==> src/rtl/bcd_display_driver_pkg.sv <==
// Shared constants for the BCD display driver: state encodings, the active-high
// seven-segment patterns and the double-dabble nibble adjust.
package bcd_display_driver_pkg;

    localparam logic [1:0] ST_IDLE  = 2'd0;
    localparam logic [1:0] ST_SHIFT = 2'd1;
    localparam logic [1:0] ST_DONE  = 2'd2;

    // Segment order {g,f,e,d,c,b,a}; a set bit means the segment is lit.
    localparam logic [6:0] SEG_DIGIT_0 = 7'h3F;
    localparam logic [6:0] SEG_DIGIT_1 = 7'h06;
    localparam logic [6:0] SEG_DIGIT_2 = 7'h5B;
    localparam logic [6:0] SEG_DIGIT_3 = 7'h4F;
    localparam logic [6:0] SEG_DIGIT_4 = 7'h66;
    localparam logic [6:0] SEG_DIGIT_5 = 7'h6D;
    localparam logic [6:0] SEG_DIGIT_6 = 7'h7D;
    localparam logic [6:0] SEG_DIGIT_7 = 7'h07;
    localparam logic [6:0] SEG_DIGIT_8 = 7'h7F;
    localparam logic [6:0] SEG_DIGIT_9 = 7'h6F;
    localparam logic [6:0] SEG_BLANK   = 7'h00;

    typedef struct packed {
        logic [3:0] hundreds;
        logic [3:0] tens;
        logic [3:0] ones;
    } bcd_t;

    function automatic logic [6:0] seg_pattern(input logic [3:0] digit);
        logic [6:0] pat;
        case (digit)
            4'd0:    pat = SEG_DIGIT_0;
            4'd1:    pat = SEG_DIGIT_1;
            4'd2:    pat = SEG_DIGIT_2;
            4'd3:    pat = SEG_DIGIT_3;
            4'd4:    pat = SEG_DIGIT_4;
            4'd5:    pat = SEG_DIGIT_5;
            4'd6:    pat = SEG_DIGIT_6;
            4'd7:    pat = SEG_DIGIT_7;
            4'd8:    pat = SEG_DIGIT_8;
            4'd9:    pat = SEG_DIGIT_9;
            default: pat = SEG_BLANK;
        endcase
        return pat;
    endfunction

    function automatic logic [3:0] add3_if_ge5(input logic [3:0] nibble);
        logic [3:0] res;
        if (nibble >= 4'd5) begin
            res = nibble + 4'd3;
        end else begin
            res = nibble;
        end
        return res;
    endfunction

endpackage

==> src/rtl/bcd_display_driver_seg7_decoder.sv <==
// Combinational seven-segment decoder with blanking and selectable polarity;
// the parent registers its output.
module seg7_decoder
    import bcd_display_driver_pkg::*;
#(
    parameter bit ACTIVE_LOW_SEG = 1'b1
) (
    input  logic [3:0] digit_i,
    input  logic       blank_i,
    output logic [6:0] seg_o
);

    logic [6:0] lit_s;

    // Select lit pattern, then apply board polarity.
    always_comb begin
        if (blank_i) begin
            lit_s = SEG_BLANK;
        end else begin
            lit_s = seg_pattern(digit_i);
        end
        if (ACTIVE_LOW_SEG) begin
            seg_o = ~lit_s;
        end else begin
            seg_o = lit_s;
        end
    end

endmodule

==> src/rtl/bcd_display_driver.sv <==
// Sequential 8-bit binary to 3-digit BCD converter (double-dabble, one step per
// cycle) with registered seven-segment outputs and leading-zero blanking.
module bcd_display_driver
    import bcd_display_driver_pkg::*;
#(
    parameter bit ACTIVE_LOW_SEG = 1'b1,
    parameter bit BLANK_LEADING  = 1'b1
) (
    input  logic        clock,
    input  logic        reset,
    input  logic        in_valid,
    input  logic [7:0]  in_value,
    output logic        in_ready,
    output logic        done,
    output logic [11:0] bcd_out,
    output logic [6:0]  hex2,
    output logic [6:0]  hex1,
    output logic [6:0]  hex0
);

    localparam logic [6:0] SEG_ZERO_OUT  = ACTIVE_LOW_SEG ? ~SEG_DIGIT_0 : SEG_DIGIT_0;
    localparam logic [6:0] SEG_BLANK_OUT = ACTIVE_LOW_SEG ? ~SEG_BLANK : SEG_BLANK;
    localparam logic [6:0] LEAD_RST      = BLANK_LEADING ? SEG_BLANK_OUT : SEG_ZERO_OUT;

    logic [1:0]  state_q, state_d;
    logic [2:0]  cnt_q, cnt_d;
    logic [7:0]  bin_q, bin_d;
    bcd_t        scratch_q, scratch_d;
    logic [11:0] bcd_q, bcd_d;
    logic [6:0]  hex2_q, hex2_d, hex1_q, hex1_d, hex0_q, hex0_d;
    logic        done_q, done_d;

    bcd_t        adj_s;
    bcd_t        final_s;
    logic [19:0] shift_s;
    logic        blank2_s, blank1_s;
    logic [6:0]  seg2_s, seg1_s, seg0_s;

    // One double-dabble step on the current scratch/binary pair.
    always_comb begin
        adj_s.hundreds = add3_if_ge5(scratch_q.hundreds);
        adj_s.tens     = add3_if_ge5(scratch_q.tens);
        adj_s.ones     = add3_if_ge5(scratch_q.ones);
        shift_s        = {adj_s, bin_q} << 1;
        final_s        = shift_s[19:8];
        blank2_s       = BLANK_LEADING && (final_s.hundreds == 4'd0);
        blank1_s       = BLANK_LEADING && (final_s.hundreds == 4'd0) && (final_s.tens == 4'd0);
    end

    seg7_decoder #(.ACTIVE_LOW_SEG(ACTIVE_LOW_SEG)) u_dec2 (
        .digit_i(final_s.hundreds), .blank_i(blank2_s), .seg_o(seg2_s)
    );
    seg7_decoder #(.ACTIVE_LOW_SEG(ACTIVE_LOW_SEG)) u_dec1 (
        .digit_i(final_s.tens), .blank_i(blank1_s), .seg_o(seg1_s)
    );
    seg7_decoder #(.ACTIVE_LOW_SEG(ACTIVE_LOW_SEG)) u_dec0 (
        .digit_i(final_s.ones), .blank_i(1'b0), .seg_o(seg0_s)
    );

    assign in_ready = (state_q == ST_IDLE) || (state_q == ST_DONE);

    // Next-state: accept in IDLE/DONE, step in SHIFT, publish on the last step.
    always_comb begin
        state_d   = state_q;
        cnt_d     = cnt_q;
        bin_d     = bin_q;
        scratch_d = scratch_q;
        bcd_d     = bcd_q;
        hex2_d    = hex2_q;
        hex1_d    = hex1_q;
        hex0_d    = hex0_q;
        done_d    = 1'b0;
        case (state_q)
            ST_IDLE, ST_DONE: begin
                if (in_valid && in_ready) begin
                    state_d   = ST_SHIFT;
                    cnt_d     = 3'd0;
                    bin_d     = in_value;
                    scratch_d = 12'h000;
                end else begin
                    state_d   = ST_IDLE;
                end
            end
            ST_SHIFT: begin
                scratch_d = final_s;
                bin_d     = shift_s[7:0];
                cnt_d     = cnt_q + 3'd1;
                if (cnt_q == 3'd7) begin
                    state_d = ST_DONE;
                    done_d  = 1'b1;
                    bcd_d   = final_s;
                    hex2_d  = seg2_s;
                    hex1_d  = seg1_s;
                    hex0_d  = seg0_s;
                end else begin
                    state_d = ST_SHIFT;
                end
            end
            default: begin
                state_d = ST_IDLE;
            end
        endcase
    end

    // State and output registers; reset discards any conversion in flight.
    always_ff @(posedge clock) begin
        if (reset) begin
            state_q   <= ST_IDLE;
            cnt_q     <= 3'd0;
            bin_q     <= 8'h00;
            scratch_q <= 12'h000;
            bcd_q     <= 12'h000;
            hex2_q    <= LEAD_RST;
            hex1_q    <= LEAD_RST;
            hex0_q    <= SEG_ZERO_OUT;
            done_q    <= 1'b0;
        end else begin
            state_q   <= state_d;
            cnt_q     <= cnt_d;
            bin_q     <= bin_d;
            scratch_q <= scratch_d;
            bcd_q     <= bcd_d;
            hex2_q    <= hex2_d;
            hex1_q    <= hex1_d;
            hex0_q    <= hex0_d;
            done_q    <= done_d;
        end
    end

    assign done    = done_q;
    assign bcd_out = bcd_q;
    assign hex2    = hex2_q;
    assign hex1    = hex1_q;
    assign hex0    = hex0_q;

endmodule

==> config.mk <==
export PLATFORM = sky130hd
export DESIGN_NAME = bcd_display_driver
export DESIGN_NICKNAME = d
export VERILOG_FILES = /design/src/rtl/bcd_display_driver_pkg.sv /design/src/rtl/bcd_display_driver_seg7_decoder.sv /design/src/rtl/bcd_display_driver.sv
export SDC_FILE = /design/constraint.sdc
export NUM_CORES = 1
export LEC_CHECK = 0
export CAP_MARGIN = 5
export CORE_MARGIN = 2
export CORE_UTILIZATION = 28
export CTS_BUF_LIST = sky130_fd_sc_hd__clkbuf_8
export DETAILED_ROUTE_END_ITERATION = 12
export DONT_BUFFER_PORTS = 1
export GPL_TIMING_DRIVEN = 1
export PLACE_DENSITY_LB_ADDON = 0.15
export SYNTH_ARGS = -nofsm -noshare
export SYNTH_HDL_FRONTEND = slang
export SYNTH_HIERARCHICAL = 1
export SYNTH_SLANG_ARGS = --single-unit
export TNS_END_PERCENT = 100
==> constraint.sdc <==
create_clock -name clock -period 4 [get_ports clock]
set_input_delay 0.8 -clock clock [delete_from_list [all_inputs] [get_ports clock]]
set_output_delay 0.8 -clock clock [all_outputs]
set_load 0.05 [all_outputs]
Yosys cells after proc, flatten, opt, wreduce, memory -nomap -nowiden. Memories as Yosys holds them, arrays and structs flattened. Cells that the tools add are included.

Bits in registers: 59. Output and inout port bits: 35. Word-level logic and storage cells: 55. Memories: 3. ROM bits: 336. Input port bits: 11.

Memories: (no name shown) (depth 16, width 7, read ports 1, clocked after Yosys merged registers in 0, write ports 0, RTL line bcd_display_driver_pkg.sv:30) `case (digit)`; (no name shown) (depth 16, width 7, read ports 1, clocked after Yosys merged registers in 0, write ports 0, RTL line bcd_display_driver_pkg.sv:30); (no name shown) (depth 16, width 7, read ports 1, clocked after Yosys merged registers in 0, write ports 0, RTL line bcd_display_driver_pkg.sv:30).

Equality and inequality tests: 4. Bitwise logic cells: 4. $add $sub $neg: 4. Mux-type cells: 15. Reduce and logical (&&, ||, !) cells: 11. $lt $le $gt $ge: 3.

Operator list (number): $pmux 12 s2 (1); $not 7->7 (3); $pmux 8 s2 (1); $mux 7 (2); $ge 4x3->1 const B (3); $mux 12 (1); $add 4x2->4 const B (2); $logic_not 4->1 (2); $mux 4 (2); $mux 8 (1); $mux 3 (2); $pmux 3 s2 (1); $pmux 2 s2 (1); $reduce_and 2->1 (2); $reduce_or 2->1 (2); $add 3x1->3 const B (1); $add 3x2->3 const B (1); $eq 3x3->1 const B (1); $eq 2x1->1 const B (1); $eq 2x2->1 const B (1); $logic_and 1x1->1 (2); $logic_not 2->1 (1); $mux 1 (2); $mux 2 (1); 4 further kinds (4).

Depth between registers and ports, before layout. Gate-level depths: netlist of the first run.

Depth in word-level cells: 6. Gate-level depth with buffers: 13.

Hierarchy. Netlist of the first run, hierarchy kept.

Modules (own cells, without submodules): bcd_display_driver (sequential area each 1181.1 um^2, instances 1, cells each 298, area an instance 2563.7 um^2); seg7_decoder (sequential area each 0.0 um^2, instances 3, cells each 31, area an instance 226.5 um^2).

Least setup slack after synthesis of the first run. No wires, ideal clock.

Path type: reg2reg. Start: register scratch_q[4] (netlist name). End: register hex2_q[2], in the netlist hex2[2]. Required time: 3878 ps. Path slack: 1854 ps. Arrival: 2023 ps. Library setup time: 122 ps. Cell stages (with the launch flop): 14. Cells stage by stage: dfxtp_1 inv_1 ha_1 nand2b_1 or3b_1 and2_4 inv_1 inv_1 ha_1 nor2b_1 o22ai_1 nand2b_1 nand2_1 nand3b_1.

RTL lines: start, declared (RTL line bcd_display_driver.sv:28) `bcd_t scratch_q, scratch_d;`; start signal, assigned (RTL line bcd_display_driver.sv:121) `scratch_q <= scratch_d;`; end signal, assigned (RTL line bcd_display_driver.sv:113) `hex2_q <= LEAD_RST;`; end signal, assigned (RTL line bcd_display_driver.sv:123) `hex2_q <= hex2_d;`; end, declared (RTL line bcd_display_driver.sv:30) `logic [6:0] hex2_q, hex2_d, hex1_q, hex1_d, hex0_q, hex0_d;`.

==> impl_metrics.csv, run 1 <==
group,metric,value,unit
setup_path,crit_path_end_kind,"flop",
run_status,outcome,"finished, final reports clean",
global_routing,grt_max_degree,60,
sta,rsz0062_at_grt,"false",
drt,routed_wirelength,7.667,mm
place,post-place-cells,525,
global_routing,gr-total-overflow,0,
sta,finClkSkew,0.009080,ns
setup_path,critical_path_arrival,2.66,ns
die,design.die.area,12460,sq um
synthesis,avg_inst_size_synth,8.294,sq um
sta,final_hold_viol_count,0,
synthesis,number_of_synthesized_flops_with_an_enable_pin,0,
drt,drt_first_pass_iters,4,
die,floorplan.initialDensity,28.52,%
clock_network,cts-htree-levels,3,
synthesis,synth_top_flop_cell,"sky130_fd_sc_hd__dfxtp_1",
finish,n_fill_cell,1239,
sta,timing.hold.ws,0.4966,ns
clock_network,hold_buffers,0,
flow_run,number_of_maximum_capacitance_violations,0,
sta,period_utilisation_layout,61.06,%
clock_network,cts_sink_cnt,59,
drt,detail_route.wl_per_cell,14.22,um
synthesis,cells_taking_the_most_area_after_synthesis,"sky130_fd_sc_hd__dfxtp_1 (36%), sky130_fd_sc_hd__ha_1 (8.9%), sky130_fd_sc_hd__nand2_1 (6.0%)",
clock_network,cts_tree,"built",
sta,maxSlewHeadroom,41.26,%
place,pre_cts_ws,1.565,ns
finish,layout.cell_area.non_filler,3540,sq um
synthesis,synth.cell_area,3243,sq um
pwr,irDropWorstVdd,0.1876,mV
finish,synthToLayoutAreaGrowth,9.143,%
clock_network,clk_pin_slew,0.07,ns
clock_network,cts-root-buf,"sky130_fd_sc_hd__clkbuf_8",
pwr,share_clk_of_total_power,44.1,%
global_routing,global_route.usage.total,13.13,%
die,core,11370,sq um
global_routing,grt_pass1_wl,13.09,mm
finish,multiInputGateArea,1848,sq um
synthesis,yosys_warnings,6,
die,die_width,111.6,um
min_path,hold_path.class,"reg -> reg",
pwr,power.leakage,1.445,nW
finish,regArea,1181,sq um
finish,finalNetCount,427,
finish,drive_gt1_share,9.596,%
setup_path,critical_path.max_fanout,6,
pwr,share_comb_of_total_power,5.8,%
die,floorplan.io_pins,46,
synthesis,post_synth_num_cell_types,44,
pwr,swShare,23.83,%
clock_network,post_cts_resize_count,0,
sta,worst-slew-pin-transition,0.8794,ns
finish,count_of_inserted_antenna_diode_cells,0,
pwr,switching_power,0.2877,mW
min_path,timing.hold.worst_path_depth,2,
drt,drt_iter0_drc,102,
finish,final_cells,539,
sta,finalCriticalPeriod,2.442,ns
drt,drt_drc_violations_left,0,
finish,finalCoreUtilization,31.13,%
synthesis,post_synth_inst_count,391,
sta,achievable-frequency,409.5,MHz
place,gp_congestion,0.7690,
place,io_buffers,0,
setup_path,rr_worst_depth,10,
clock_network,clk-insertion-delay-late,0.34,ns
clock_network,number_of_clock_buffers_inserted_by_tritoncts,9,
sta,final_critical_path_setup_slack,1.558,ns
drt,route.vias.total,2502,
finish,final_common_cell,"sky130_fd_sc_hd__dfxtp_1",
sta,setup_viol,0,
global_routing,via_count_of_the_first_global_routing_pass,2480,
pwr,power_per_cell_area,341.1,nW/um^2
synthesis,synth_sequential_area_ratio,36.42,%
place,post-dp-hpwl,5.177,mm
sta,report.final.slew_viol_count,0,
setup_path,cp.required,4.22,ns
synthesis,postSynthRegisterBits,59,
sta,setup-tns-final,0,ns
clock_network,cts_buffer_depth,2,
die,die_h,111.6,um
pwr,total_power,1.207,mW
finish,layout.cells.most_common_list,"sky130_fd_sc_hd__dfxtp_1 (59), sky130_fd_sc_hd__nand2_1 (52), sky130_fd_sc_hd__nor2_1 (32)",
pwr,relative_contribution_of_sequential_cells_to_total_power,50.1,%
pwr,internal_power,0.9197,mW
synthesis,synth-async-reset-ratio,0,%
setup_path,critPathKind,"reg -> reg",
drt,routed_via_density,4.642,
global_routing,grt_antenna_before_repair,0,
clock_network,cts_setup_buffers,0,
place,postPlaceCellArea,3358,sq um
die,placement_rows,39,
synthesis,synth.largest_area_cell,"sky130_fd_sc_hd__dfxtp_1",
drt,drtAntennaViolNets,0,
setup_path,startpoint_type,"flop",
synthesis,synth_top_area_share,36.42,%
-- layer usage --
layer	vias to the layer above	wire length, um	track usage [%]
li1	1309	-	-
met1	1124	3811	17.57
met2	59	3280	19.84
met3	10	433	4.464
met4	0	141	4.444
met5	-	0	0
-- cells in the mapped netlist, types with 2 or more instances --
| master | number |
|---|---|
| sky130_fd_sc_hd__a211oi_1 | 8 |
| sky130_fd_sc_hd__a21oi_1 | 29 |
| sky130_fd_sc_hd__a22oi_1 | 6 |
| sky130_fd_sc_hd__and2_1 | 3 |
| sky130_fd_sc_hd__and3_1 | 2 |
| sky130_fd_sc_hd__buf_2 | 3 |
| sky130_fd_sc_hd__buf_4 | 2 |
| sky130_fd_sc_hd__buf_6 | 5 |
| sky130_fd_sc_hd__clkbuf_1 | 10 |
| sky130_fd_sc_hd__dfxtp_1 | 59 |
| sky130_fd_sc_hd__ha_1 | 23 |
| sky130_fd_sc_hd__inv_1 | 30 |
| sky130_fd_sc_hd__mux2_2 | 2 |
| sky130_fd_sc_hd__mux2i_1 | 9 |
| sky130_fd_sc_hd__nand2_1 | 52 |
| sky130_fd_sc_hd__nand2b_1 | 15 |
| sky130_fd_sc_hd__nand2b_4 | 3 |
| sky130_fd_sc_hd__nand3b_1 | 24 |
| sky130_fd_sc_hd__nor2_1 | 32 |
| sky130_fd_sc_hd__nor2b_1 | 4 |
| sky130_fd_sc_hd__nor3_1 | 9 |
| sky130_fd_sc_hd__nor3_2 | 3 |
| sky130_fd_sc_hd__nor3b_1 | 2 |
| sky130_fd_sc_hd__nor3b_2 | 3 |
| sky130_fd_sc_hd__o21ai_0 | 12 |
| sky130_fd_sc_hd__o21ai_1 | 4 |
| sky130_fd_sc_hd__o21bai_1 | 3 |
| sky130_fd_sc_hd__o22ai_1 | 12 |
| sky130_fd_sc_hd__or3_1 | 3 |
| sky130_fd_sc_hd__xnor2_1 | 3 |
| sky130_fd_sc_hd__xor2_1 | 3 |
-- area by class of cell --
class                           count  area share (%)
Clock buffer                       10           3.888
Tap cell                          143           5.055
Timing Repair Buffer                5           1.060
Clock inverter                      4           1.237
Sequential cell                    59           33.37
Inverter                           30           3.181
Multi-Input combinational cell    288           52.21
-- registers in the layout (all words and copies together) (netlist names) --
name       flops
state_q        2
bin_q          8
bcd_out       12
scratch_q     12
hex2           7
hex0           7
cnt_q          3
hex1           7
done           1
-- power by group through the flow --
| stage | combinational, mW | clock (mW) | sequential (mW) |
|---|---|---|---|
| 2_1_floorplan | 0.0673 | 0 | 0.616 |
| 3_3_place_gp | 0.0693 | 0 | 0.619 |
| 6_report | 0.0696 | 0.532 | 0.605 |
| 4_1_cts | 0.0707 | 0.559 | 0.605 |
| 5_1_grt | 0.0797 | 0.580 | 0.607 |
| 3_5_place_dp | 0.0702 | 0 | 0.619 |
-- worst max-delay path, cell delays in order, from the launching register on --
cell and delay (ns):
sky130_fd_sc_hd__dfxtp_1 0.37, sky130_fd_sc_hd__inv_1 0.10, sky130_fd_sc_hd__ha_1 0.18, sky130_fd_sc_hd__nand2b_1 0.15, sky130_fd_sc_hd__a21oi_1 0.34, sky130_fd_sc_hd__mux2i_1 0.42
sky130_fd_sc_hd__inv_1 0.23, sky130_fd_sc_hd__nor2_1 0.28, sky130_fd_sc_hd__a21oi_1 0.12, sky130_fd_sc_hd__nand2_1 0.08, sky130_fd_sc_hd__nand3b_1 0.07
-- cells by family (layout without fill, tap and decap cells) --
logic type / count (synthesis) / in the layout / share of synthesized area [%]
other: 1 / 7 / 0.1156
buffers and inverters: 50 / 49 / 7.291
XOR/XNOR: 6 / 6 / 1.621
AND/OR/NAND/NOR: 162 / 162 / 27.47
flip-flops: 59 / 59 / 36.42
adder cells (fa/ha/maj): 23 / 23 / 8.874
multiplexers: 11 / 11 / 3.472
AO/OA/AOI/OAI: 79 / 79 / 14.74
-- final timing paths --
kind	start	endpoint	slack [ns]
hold / removal	bin_q[4]	bin_q[5]	0.50
setup / recovery	scratch_q[5]	hex1[5]	1.56
hold reg to reg	bin_q[4]	bin_q[5]	0.50
setup reg to reg	scratch_q[5]	hex1[5]	1.56
No activity file was read; power rests on OpenSTA's default activity.
==> run 2: changes to the inputs <==
Clock period 4 ns to 2.05 ns, I/O delays scaled along.
==> impl_metrics.csv, run 2 (synthesized netlist as in run 1, its figures left out) <==
group,metric,value,unit
die,placement_rows,39,
sta,period_utilisation_layout,99.36,%
finish,finalCoreUtilization,38.52,%
run_status,outcome,"finished, final reports clean",
clock_network,clk_pin_slew,0.07,ns
setup_path,rr_worst_depth,12,
drt,routed_via_density,4.666,
sta,finalCriticalPeriod,2.037,ns
place,post-dp-hpwl,5.351,mm
die,die_width,111.6,um
sta,achievable-frequency,491.0,MHz
sta,setup-tns-final,0,ns
setup_path,critPathKind,"reg -> reg",
die,core,11370,sq um
clock_network,clk-insertion-delay-late,0.36,ns
clock_network,hold_buffers,0,
finish,drive_gt1_share,37.61,%
min_path,timing.hold.worst_path_depth,1,
drt,drt_iter0_drc,119,
pwr,total_power,2.440,mW
setup_path,cp.required,2.29,ns
drt,drtAntennaViolNets,0,
global_routing,global_route.usage.total,13.33,%
sta,timing.hold.ws,0.1215,ns
finish,finalNetCount,473,
flow_run,number_of_maximum_capacitance_violations,0,
die,floorplan.initialDensity,28.52,%
setup_path,crit_path_end_kind,"flop",
global_routing,via_count_of_the_first_global_routing_pass,2693,
drt,drt_first_pass_iters,4,
drt,routed_wirelength,8.248,mm
finish,count_of_inserted_antenna_diode_cells,0,
clock_network,cts_sink_cnt,59,
clock_network,cts-root-buf,"sky130_fd_sc_hd__clkbuf_8",
sta,rsz0062_at_grt,"true",
place,postPlaceCellArea,3647,sq um
pwr,irDropWorstVdd,0.4268,mV
die,die_h,111.6,um
place,gp_congestion,0.8254,
drt,route.vias.total,2739,
setup_path,startpoint_type,"flop",
sta,report.final.slew_viol_count,0,
global_routing,grt_pass1_wl,13.13,mm
clock_network,number_of_clock_buffers_inserted_by_tritoncts,9,
place,io_buffers,0,
sta,finClkSkew,0.007866,ns
die,floorplan.io_pins,46,
clock_network,cts_tree,"built",
drt,drt_drc_violations_left,0,
finish,layout.cells.most_common_list,"sky130_fd_sc_hd__dfxtp_1 (53), sky130_fd_sc_hd__nand2_1 (52), sky130_fd_sc_hd__buf_4 (47)",
setup_path,critical_path_arrival,2.28,ns
min_path,hold_path.class,"in -> reg",
finish,final_common_cell,"sky130_fd_sc_hd__dfxtp_1",
sta,final_hold_viol_count,0,
die,design.die.area,12460,sq um
global_routing,grt_max_degree,60,
global_routing,gr-total-overflow,0,
pwr,power.leakage,1.749,nW
sta,worst-slew-pin-transition,0.5348,ns
drt,detail_route.wl_per_cell,14.05,um
sta,maxSlewHeadroom,64.30,%
sta,setup_viol,0,
clock_network,cts_buffer_depth,2,
finish,synthToLayoutAreaGrowth,35.03,%
finish,layout.cell_area.non_filler,4379,sq um
setup_path,critical_path.max_fanout,4,
pwr,power_per_cell_area,557.1,nW/um^2
global_routing,grt_antenna_before_repair,0,
clock_network,cts-htree-levels,3,
-- run 2: changes by cell type in the layout (fill, tap and decap cells not counted), moves of 7 or more --
cell | before | now
sky130_fd_sc_hd__buf_4 | 5 | 47
sky130_fd_sc_hd__inv_1 | 31 | 15
sky130_fd_sc_hd__ha_1 | 23 | 9
sky130_fd_sc_hd__a21oi_1 | 29 | 16
sky130_fd_sc_hd__a21oi_2 | 0 | 10
sky130_fd_sc_hd__ha_4 | 0 | 8
sky130_fd_sc_hd__inv_2 | 0 | 7
sky130_fd_sc_hd__inv_4 | 0 | 7
sky130_fd_sc_hd__nand2b_1 | 15 | 8
sky130_fd_sc_hd__nand2b_4 | 3 | 10
-- run 2: stage by stage --
stage | worst slack [ns] | instances
final | 0.01313 | 587
after global routing | -0.06480 | 587
after CTS | 0.002036 | 583
after detailed placement | -0.1420 | 563
after global placement | -0.1203 | 563
after floorplan | -0.03677 | 397
-- run 2: timing repair --
item	in CTS	in global routing
gates resized for setup	31	87
buffers inserted	4	5
cloned	0	0
setup endpoints to repair	20	20
pin swaps	8	24
-- run 2: report_power, final --
group / total [mW] / switching (mW) / leakage (nW) / internal [mW]
Combinational: 0.170 / 0.0906 / 1.16 / 0.0789
Sequential: 1.18 / 0.0165 / 0.481 / 1.16
Clock: 1.09 / 0.506 / 0.103 / 0.583
-- run 2: worst paths after layout --
check | slack [ns] | start | to
min | 0.12 | reset | bin_q[1]
min reg2reg | 0.50 | bin_q[2] | bin_q[3]
max | 0.01 | scratch_q[4] | hex2[3]
max reg2reg | 0.01 | scratch_q[4] | hex2[3]
-- run 2: metal layers --
layer / vias to the layer above / track usage [%] / part of all wire [%]
met5: - / 0 / 0
met4: 0 / 5.432 / 1.8
met3: 9 / 4.518 / 4.5
met2: 55 / 22.10 / 49
met1: 1274 / 15.84 / 45
li1: 1401 / - / -
-- run 2: final cells by class --
| cell class | instances | area, sq um |
|---|---|---|
| Sequential cell | 59 | 1191 |
| Tap cell | 143 | 178.9 |
| Multi-Input combinational cell | 288 | 2270 |
| Clock buffer | 10 | 137.6 |
| Clock inverter | 6 | 56.30 |
| Fill cell | 1181 | 6990 |
| Timing Repair Buffer | 51 | 406.6 |
| Inverter | 30 | 138.9 |
-- run 2: critical path: stages (launching register included) --
cell and delay (ns):
sky130_fd_sc_hd__dfxtp_4 0.39, sky130_fd_sc_hd__inv_4 0.04, sky130_fd_sc_hd__ha_4 0.16, sky130_fd_sc_hd__nand2b_4 0.08, sky130_fd_sc_hd__or3b_4 0.39, sky130_fd_sc_hd__and2_4 0.17
sky130_fd_sc_hd__inv_4 0.06, sky130_fd_sc_hd__inv_4 0.04, sky130_fd_sc_hd__ha_4 0.26, sky130_fd_sc_hd__nor3b_4 0.17, sky130_fd_sc_hd__a21oi_2 0.04, sky130_fd_sc_hd__nand2_1 0.06
sky130_fd_sc_hd__nand3b_1 0.07
